===== config.mk =====
export PLATFORM = sky130hd
export DESIGN_NAME = matrix_frame_sequencer
export DESIGN_NICKNAME = d
export VERILOG_FILES = /design/src/rtl/matrix_frame_sequencer.sv
export SDC_FILE = /design/constraint.sdc
export NUM_CORES = 1
export LEC_CHECK = 0
export ABC_AREA = 1
export BUFFER_PORTS_ARGS = -buffer_cell sky130_fd_sc_hd__buf_2
export CAP_MARGIN = 25
export CELL_PAD_IN_SITES_DETAIL_PLACEMENT = 1
export CELL_PAD_IN_SITES_GLOBAL_PLACEMENT = 1
export CORE_ASPECT_RATIO = 1.2
export CORE_MARGIN = 3
export CORE_UTILIZATION = 30
export DETAILED_ROUTE_END_ITERATION = 8
export PLACE_DENSITY_LB_ADDON = 0.1
export SYNTH_ARGS = -nofsm -noshare
export SYNTH_HDL_FRONTEND = slang
export SYNTH_SLANG_ARGS = --single-unit

===== constraint.sdc =====
create_clock -name clk -period 4.7 [get_ports clk]
set_clock_uncertainty 0.2 [all_clocks]
set_input_delay 0.705 -clock clk [delete_from_list [all_inputs] [get_ports clk]]
set_output_delay 0.705 -clock clk [all_outputs]
set_load 0.02 [all_outputs]

===== src/rtl/matrix_frame_sequencer.sv =====
// matrix_frame_sequencer
// Wishbone pipelined master that rewrites the 8 row registers of the 8x8 RGB
// matrix with a rotating colour pattern, then idles for a programmable number
// of cycles and starts the next frame. One transaction is outstanding at a
// time; cyc is held across all 8 rows of a frame.
//
// Optional feature: define MATRIX_SEQ_TIMEOUT_EN to abandon a frame when the
// slave does not ack within ACK_TIMEOUT cycles (sets sticky o_err). Without
// the macro the master waits for ack indefinitely and o_err is constant 0.
//
// All outputs are registered: they are decoded from the next-state values so
// they line up with the state they describe.

module matrix_frame_sequencer #(
  parameter int WB_DATA_WIDTH = 32,
  parameter int WB_ADDR_WIDTH = 3,
  parameter int PERIOD_WIDTH  = 16,
  parameter int ACK_TIMEOUT   = 255
) (
  input  logic                     clk,
  input  logic                     reset,
  input  logic                     i_enable,
  input  logic [PERIOD_WIDTH-1:0]  i_frame_period,
  output logic                     o_wb_cyc,
  output logic                     o_wb_stb,
  output logic                     o_wb_we,
  output logic [WB_ADDR_WIDTH-1:0] o_wb_addr,
  output logic [3:0]               o_wb_sel,
  output logic [WB_DATA_WIDTH-1:0] o_wb_wdata,
  input  logic                     i_wb_ack,
  input  logic                     i_wb_stall,
  output logic                     o_busy,
  output logic                     o_frame_done,
  output logic [2:0]               o_phase,
  output logic                     o_err
);

  typedef enum logic [2:0] {
    ST_IDLE     = 3'd0,
    ST_ISSUE    = 3'd1,
    ST_ACK_WAIT = 3'd2,
    ST_DONE     = 3'd3,
    ST_WAIT     = 3'd4
  } state_t;

  state_t                  state_r, state_nxt_s, resume_state_s;
  logic [2:0]              row_r, row_nxt_s;
  logic [2:0]              phase_r, phase_nxt_s;
  logic [PERIOD_WIDTH-1:0] period_r, period_nxt_s, resume_period_s;

`ifdef MATRIX_SEQ_TIMEOUT_EN
  localparam int TMO_W = $clog2(ACK_TIMEOUT + 1);
  logic [TMO_W-1:0] tmo_r, tmo_nxt_s;
  logic             err_nxt_s;
`else
  localparam int unused_ack_timeout_c = ACK_TIMEOUT;
`endif

  // Row word: column c nibble (c=0 in the top nibble) is ((row+c+phase) mod 7)+1.
  function automatic logic [31:0] row_pattern(input logic [2:0] row, input logic [2:0] phase);
    logic [4:0] sum;
    logic [4:0] rem;
    row_pattern = 32'h0000_0000;
    for (int c = 0; c < 8; c++) begin
      sum = 5'(row) + 5'(c) + 5'(phase);
      rem = sum % 5'd7;
      row_pattern[31 - 4*c -: 4] = rem[3:0] + 4'd1;
    end
  endfunction

  // Where a finished (or abandoned) frame goes next. The idle counter holds
  // "remaining idle cycles minus one" so that the next strobe appears exactly
  // period+1 cycles after the frame ends; a zero period skips WAIT entirely.
  always_comb begin
    resume_period_s = '0;
    if (!i_enable) begin
      resume_state_s = ST_IDLE;
    end else if (i_frame_period == '0) begin
      resume_state_s = ST_ISSUE;
    end else begin
      resume_state_s  = ST_WAIT;
      resume_period_s = i_frame_period - PERIOD_WIDTH'(1);
    end
  end

  // Next-state logic for the frame sequencer.
  always_comb begin
    state_nxt_s  = state_r;
    row_nxt_s    = row_r;
    phase_nxt_s  = phase_r;
    period_nxt_s = period_r;
`ifdef MATRIX_SEQ_TIMEOUT_EN
    tmo_nxt_s    = '0;
    err_nxt_s    = o_err;
`endif
    case (state_r)
      ST_IDLE: begin
        if (i_enable) begin
          state_nxt_s = ST_ISSUE;
          row_nxt_s   = 3'd0;
        end else begin
          state_nxt_s = ST_IDLE;
        end
      end
      ST_ISSUE: begin
        // Outputs hold while stalled; the first unstalled strobe is accepted.
        if (!i_wb_stall) begin
          state_nxt_s = ST_ACK_WAIT;
        end else begin
          state_nxt_s = ST_ISSUE;
        end
      end
      ST_ACK_WAIT: begin
        if (i_wb_ack) begin
          if (row_r == 3'd7) begin
            state_nxt_s = ST_DONE;
          end else begin
            row_nxt_s   = row_r + 3'd1;
            state_nxt_s = ST_ISSUE;
          end
        end
`ifdef MATRIX_SEQ_TIMEOUT_EN
        else if (tmo_r == TMO_W'(ACK_TIMEOUT - 1)) begin
          // Slave went silent: give up on this frame without advancing phase.
          err_nxt_s    = 1'b1;
          row_nxt_s    = 3'd0;
          state_nxt_s  = resume_state_s;
          period_nxt_s = resume_period_s;
        end else begin
          tmo_nxt_s = tmo_r + TMO_W'(1);
        end
`else
        else begin
          state_nxt_s = ST_ACK_WAIT;
        end
`endif
      end
      ST_DONE: begin
        phase_nxt_s  = (phase_r == 3'd6) ? 3'd0 : phase_r + 3'd1;
        row_nxt_s    = 3'd0;
        state_nxt_s  = resume_state_s;
        period_nxt_s = resume_period_s;
      end
      ST_WAIT: begin
        if (!i_enable) begin
          state_nxt_s = ST_IDLE;
        end else if (period_r == '0) begin
          state_nxt_s = ST_ISSUE;
        end else begin
          period_nxt_s = period_r - PERIOD_WIDTH'(1);
        end
      end
      default: begin
        state_nxt_s = ST_IDLE;
        row_nxt_s   = 3'd0;
      end
    endcase
  end

  // State, row, phase and idle-counter registers.
  always_ff @(posedge clk or posedge reset) begin
    if (reset) begin
      state_r  <= ST_IDLE;
      row_r    <= 3'd0;
      phase_r  <= 3'd0;
      period_r <= '0;
`ifdef MATRIX_SEQ_TIMEOUT_EN
      tmo_r    <= '0;
`endif
    end else begin
      state_r  <= state_nxt_s;
      row_r    <= row_nxt_s;
      phase_r  <= phase_nxt_s;
      period_r <= period_nxt_s;
`ifdef MATRIX_SEQ_TIMEOUT_EN
      tmo_r    <= tmo_nxt_s;
`endif
    end
  end

  // Registered bus and status outputs, decoded from the upcoming state.
  always_ff @(posedge clk or posedge reset) begin
    if (reset) begin
      o_wb_cyc     <= 1'b0;
      o_wb_stb     <= 1'b0;
      o_wb_we      <= 1'b0;
      o_wb_addr    <= '0;
      o_wb_sel     <= 4'h0;
      o_wb_wdata   <= '0;
      o_busy       <= 1'b0;
      o_frame_done <= 1'b0;
      o_phase      <= 3'd0;
      o_err        <= 1'b0;
    end else begin
      o_wb_cyc     <= (state_nxt_s == ST_ISSUE) || (state_nxt_s == ST_ACK_WAIT);
      o_wb_stb     <= (state_nxt_s == ST_ISSUE);
      o_wb_we      <= (state_nxt_s == ST_ISSUE);
      o_wb_addr    <= WB_ADDR_WIDTH'(row_nxt_s);
      o_wb_sel     <= (state_nxt_s == ST_ISSUE) ? 4'hf : 4'h0;
      o_wb_wdata   <= (state_nxt_s == ST_ISSUE) ?
                      WB_DATA_WIDTH'(row_pattern(row_nxt_s, phase_nxt_s)) : '0;
      o_busy       <= (state_nxt_s == ST_ISSUE) || (state_nxt_s == ST_ACK_WAIT) ||
                      (state_nxt_s == ST_DONE);
      o_frame_done <= (state_nxt_s == ST_DONE);
      o_phase      <= phase_nxt_s;
`ifdef MATRIX_SEQ_TIMEOUT_EN
      o_err        <= err_nxt_s;
`else
      o_err        <= 1'b0;
`endif
    end
  end

endmodule


Word level (Yosys, flattened, before mapping)
Cells that the tools add are included.

Output and inout bits: 48. Bits in registers: 65. RAM bits: 0. Latch bits: 0. Bits in read-only memories: 0. Input bits: 21. Memories kept: 0.

Div/mod/pow operators: 8. Mux-type cells: 22. $lt $le $gt $ge: 0. $mul: 0. Reduce and logical (&&, ||, !) cells: 8. Shifts and indexed selects: 0. Equal/unequal tests: 11. Bitwise logic cells: 0. Add/subtract/negate cells: 27.

Operators by type and width (count): 16-bit 2-to-1 mux (4); 5-bit by 3-bit modulo with 5-bit output (second input constant) (8); 4-bit by 3-bit adder with 5-bit output (7); 4-bit by 1-bit adder with 4-bit output (second input constant) (8); 16-bit zero test (2); 32-bit 2-to-1 mux (1); 16-bit one-hot mux with 2 select lines (1); 16-bit by 1-bit subtractor with 16-bit output (second input constant) (2); 3-bit 2-to-1 mux (10); 3-bit by 3-bit adder with 4-bit output (second input constant) (4); 3-bit one-hot mux with 5 select lines (1); 3-bit by 2-bit equality test with 1-bit output (second input constant) (4); 3-bit equality test (second input constant) (3); 3-bit one-hot mux with 3 select lines (1); 3-bit by 2-bit adder with 4-bit output (second input constant) (2); 3-bit by 1-bit adder with 3-bit output (second input constant) (2); 3-bit by 1-bit equality test with 1-bit output (second input constant) (2); 3-bit by 1-bit adder with 4-bit output (second input constant) (1); 3-bit by 3-bit adder with 4-bit output (1); 2-bit 2-to-1 mux (2); 4-bit 2-to-1 mux (1); 2-bit inequality test (second input constant) (2); 3-bit zero test (1); 3-bit AND reduction (1); 4 further kinds (5).

Depth between registers and ports, before layout
Depth in word-level cells: 9. Depth in mapped cells: 34. Gate-level depth less buffers: 34.

Worst setup path before layout
Ideal clock, no wire load.

Path kind: register to register. From: register o_wb_addr[0] (netlist name). To: register o_wb_wdata[9]. Required time: 4.380 ns. Arrival time: 4.498 ns. Setup time: 0.120 ns. Stages on the path, launching flop included: 28. Path slack: -0.118 ns. Path buffers: 0. Cells stage by stage: dfrtp_1 > ha_1 > nand2_1 > a21oi_1 > or3b_2 > a32oi_1 > ha_1 > ha_1 > fa_1 > nand2_1 > nand2_1 > inv_2 > ha_1 > nand3_1 > inv_1 > nand2_1 > nand3_1 > nand2_1 > ha_1 > inv_1 > a21oi_1 > nand2_1 > nand3_1 > nand2_1 > nand2_2 > ha_1 > inv_1 > nor2_1.

RTL lines: end signal: assignment (RTL line 200) `o_wb_wdata <= (state_nxt_s == ST_ISSUE) ?`; end: declaration (RTL line 29) `output logic [WB_DATA_WIDTH-1:0] o_wb_wdata,`.

==> impl_metrics.prom <==
# TYPE chip_impl_metric gauge
chip_impl_info{name="setup_repair_after_global_routing_missed_its_margin",value="true"} 1
chip_impl_metric{name="numClockSinks",unit=""} 61
chip_impl_metric{name="hpwlAfterDp",unit="mm"} 12.55
chip_impl_metric{name="numCtsBuffers",unit=""} 9
chip_impl_metric{name="avgRoutedWirePerCell",unit="um"} 14.65
chip_impl_metric{name="cts_hold_repair.buffers",unit=""} 0
chip_impl_metric{name="worst_ep_arrival_time",unit="ns"} 4.56
chip_impl_metric{name="netlist_instances",unit=""} 706
chip_impl_metric{name="stdcell_area",unit="um2"} 7486
chip_impl_info{name="layout.cells.most_common_list",value="buf_4, nand2_1, inv_1, buf_2, dfrtp_1"} 1
chip_impl_info{name="cp-end-kind",value="flip-flop"} 1
chip_impl_metric{name="period_minus_slack",unit="ns"} 4.557
chip_impl_info{name="crit_chain",value="ha_2, nand2_2, a21oi_2, or3b_4, a32oi_4, ha_4, buf_6, inv_4, ha_4, inv_2, fa_2, inv_2, buf_4, nand3_2, nand2_2, xor2_4, ha_4, nand2_2, nand2_2, nand2_1, nand2_2, ha_2, inv_1, nor2_1"} 1
chip_impl_metric{name="synthesis.area",unit="um2"} 5274
chip_impl_info{name="worstSetupStartpointType",value="flip-flop"} 1
chip_impl_metric{name="portBuffers",unit=""} 67
chip_impl_metric{name="final_hold_viol_count",unit=""} 0
chip_impl_metric{name="cts_max_level",unit=""} 3
chip_impl_metric{name="finalCritPeriodShare",unit=""} 0.9696
chip_impl_metric{name="finalWeightedCongestion",unit=""} 0.7862
chip_impl_metric{name="max_stage_delay",unit="ns"} 0.65
chip_impl_metric{name="synth_warnings",unit=""} 0
chip_impl_metric{name="worst-r2r-setup-slack",unit="ns"} 0.14
chip_impl_info{name="critical-path-top-cell-by-count",value="nand2_2"} 1
chip_impl_info{name="critical_path.slowest_cell",value="fa_2"} 1
chip_impl_metric{name="detail_route_antenna_nets",unit=""} 0
chip_impl_info{name="crit_family",value="adder cells"} 1
chip_impl_metric{name="antenna_violations_before_repair",unit=""} 0
chip_impl_metric{name="clk_transition_reported_paths",unit="ns"} 0.06
chip_impl_metric{name="via_count",unit=""} 5285
chip_impl_metric{name="ys_ff_latch",unit=""} 61
chip_impl_metric{name="insertedDiodeCount",unit=""} 0
chip_impl_metric{name="first_global_vias",unit=""} 5509
chip_impl_metric{name="max-cap-violations",unit=""} 0
chip_impl_metric{name="fp.dieArea",unit="um2"} 19210
chip_impl_metric{name="floorplan.initialDensity",unit=""} 0.3094
chip_impl_metric{name="dr.pass1.iters",unit=""} 4
chip_impl_info{name="rr_endpoint",value="o_wb_wdata[17]"} 1
chip_impl_info{name="clk_root_buffer_cell",value="clkbuf_16"} 1
chip_impl_info{name="status",value="finished clean"} 1
chip_impl_metric{name="layout-area-overhead-vs-synth",unit="%"} 41.95
chip_impl_metric{name="maximum_clock_frequency",unit="MHz"} 219.4
chip_impl_metric{name="hold_slack",unit="ns"} 0.3071
chip_impl_metric{name="max_slew.worst_pin.slew",unit="ns"} 0.7715
chip_impl_metric{name="drtIter0Drc",unit=""} 127
chip_impl_metric{name="pin_count",unit=""} 69
chip_impl_metric{name="post_route_cells_drive_above_1_share",unit=""} 0.4023
chip_impl_metric{name="synthDistinctLibCells",unit=""} 46
chip_impl_metric{name="seq_area",unit="um2"} 1529
chip_impl_metric{name="global_route.usage.total",unit=""} 0.1643
chip_impl_metric{name="layout.filler_cells",unit=""} 2069
chip_impl_info{name="path_class",value="flip-flop to flip-flop"} 1
chip_impl_metric{name="yosysSeqAreaShare",unit=""} 0.2894
chip_impl_metric{name="placed_area",unit="um2"} 6506
chip_impl_info{name="hold_class",value="input port to async pin"} 1
chip_impl_metric{name="crit_required",unit="ns"} 4.71
chip_impl_info{name="reg2reg_from",value="o_wb_addr[1]"} 1
chip_impl_metric{name="rows",unit=""} 52
chip_impl_metric{name="detail_route.drc_violations",unit=""} 0
chip_impl_metric{name="routed_wire_length",unit="mm"} 16.13
chip_impl_metric{name="clk-insertion-delay-late",unit="ns"} 0.33
chip_impl_metric{name="clk_path_buf_depth",unit=""} 2
chip_impl_metric{name="timing.max_slew.rel_slack",unit=""} 0.4849
chip_impl_info{name="layout_commonest_cell",value="buf_4"} 1
chip_impl_metric{name="final_util",unit=""} 0.4392
chip_impl_info{name="cts_tree",value="yes"} 1
chip_impl_metric{name="cp.buffers_inverters",unit=""} 6
chip_impl_metric{name="core_area",unit="um2"} 17050
chip_impl_metric{name="multiInputGateArea",unit="um2"} 3731
chip_impl_metric{name="worst_path_max_fanout",unit=""} 4
chip_impl_metric{name="syn-num-nets",unit=""} 777
chip_impl_metric{name="synth.avg_cell_area",unit="um2"} 7.470
chip_impl_metric{name="grt-ovfl-total",unit=""} 0
chip_impl_metric{name="chipHeight",unit="um"} 151.2
chip_impl_metric{name="r2r.worst_path.cells",unit=""} 24
chip_impl_metric{name="setup_viol",unit=""} 0
chip_impl_metric{name="final_net_count",unit=""} 951
chip_impl_metric{name="final_max_slew_viol_count",unit=""} 0
chip_impl_metric{name="post_drt_via_cell_ratio",unit=""} 4.800
chip_impl_metric{name="grt_pass1_wl",unit="mm"} 25.58
chip_impl_metric{name="maximum_number_of_pins_on_one_net_before_global_route_repair",unit=""} 38
chip_impl_metric{name="fp.dieW",unit="um"} 127.0
cells in the mapped netlist (all sizes together):
library cell,instances,area (um2)
dfrtp,61,1526
and2,1,8.760
mux2i,1,10.01
buf,11,76.32
nand3b,3,22.52
a21o,1,7.510
a31oi,2,12.51
nand2,132,528.0
nor4,1,12.51
nor3,13,65.06
nand4,11,68.82
o211ai,2,15.01
a32oi,1,8.760
nor2,66,272.8
o22ai,5,31.28
nand3,62,345.3
conb,1,3.750
or3b,1,8.760
fa,9,180.2
ha,41,513.0
o21bai,3,22.52
xnor2,6,60.06
o31ai,3,27.52
mux2,1,11.26
xor2,29,329.1
a21oi,42,210.2
o21ai,72,409.2
a31o,2,17.52
clkbuf,5,18.77
a22oi,2,15.01
inv,116,435.4
worst reg2reg max path: stages (launching register included):
cell	delay [ns]
dfrtp_2	0.41
ha_2	0.18
nand2_2	0.07
a21oi_2	0.06
or3b_4	0.43
a32oi_4	0.28
ha_4	0.26
buf_6	0.13
inv_4	0.08
ha_4	0.14
inv_2	0.05
fa_2	0.65
inv_2	0.09
buf_4	0.14
nand3_2	0.09
nand2_2	0.10
xor2_4	0.24
ha_4	0.17
nand2_2	0.08
nand2_2	0.10
nand2_1	0.07
nand2_2	0.08
ha_2	0.27
inv_1	0.05
nor2_1	0.03
routing by layer:
| metal | vias to the layer above | track usage | wire (um) |
|---|---|---|---|
| li1 | 2633 | - | - |
| met1 | 2578 | 0.1831 | 6452 |
| met2 | 55 | 0.3165 | 9074 |
| met3 | 19 | 0.02646 | 349 |
| met4 | 0 | 0.05258 | 249 |
| met5 | - | 0 | 0 |
kinds of logic (layout without fill, tap and decap cells):
kind of cell | count (synthesis) | after routing | share of synthesized area
AO/OA/AOI/OAI | 135 | 135 | 0.1473
XOR/XNOR | 35 | 35 | 0.07378
adder cells (fa/ha/maj) | 50 | 50 | 0.1314
buffers and inverters | 132 | 311 | 0.1006
flip-flops | 61 | 61 | 0.2894
multiplexers | 2 | 2 | 0.004033
other | 1 | 1 | 0.0007111
AND/OR/NAND/NOR | 290 | 290 | 0.2527
state kept, by name, indices dropped and copies added, names as in the netlist:
name and cells:
o_wb_sel 1, o_phase 3, o_wb_wdata 32, o_frame_done 1
o_wb_addr 3, o_busy 1, state_r 3, o_wb_cyc 1
period_r 16
worst max path at each step:
stage | startpoint | end | slack, ns | depth (start not counted)
floorplan | o_wb_addr[0] | o_wb_wdata[10] | 0.009 | 29
global placement | i_wb_ack | o_wb_wdata[17] | -0.13 | 22
detailed placement | i_enable | o_wb_wdata[10] | -0.36 | 28
CTS | o_wb_addr[1] | o_wb_wdata[14] | 0.003 | 24
global route | state_r[1] | o_wb_wdata[14] | -0.09 | 27
finish | o_wb_addr[1] | o_wb_wdata[17] | 0.14 | 24
through the flow:
step           setup slack, ns  instances  setup TNS (ns)
3_3_place_gp           -0.1316       1067          -1.235
3_5_place_dp           -0.3604       1067          -4.198
6_report                0.1428       1101               0
4_1_cts               0.003014       1083               0
2_1_floorplan         0.009483        706               0
5_1_grt               -0.08691       1101         -0.5952
cell type report:
| type | count | share of cell area |
|---|---|---|
| Multi-Input combinational cell | 513 | 0.4984 |
| Sequential cell | 61 | 0.2042 |
| Tap cell | 216 | 0.03610 |
| Clock buffer | 12 | 0.03426 |
| Timing Repair Buffer | 179 | 0.1591 |
| Clock inverter | 4 | 0.009360 |
| Inverter | 116 | 0.05850 |
timing repair:
item,CTS,global route
endpoints found under the setup margin,19,29
resized for setup,15,116
pin swaps,3,43
buffers inserted,0,18
Power is not shown: default switching activity piles up to over one toggle a cycle in this logic, so the estimate is an artifact.
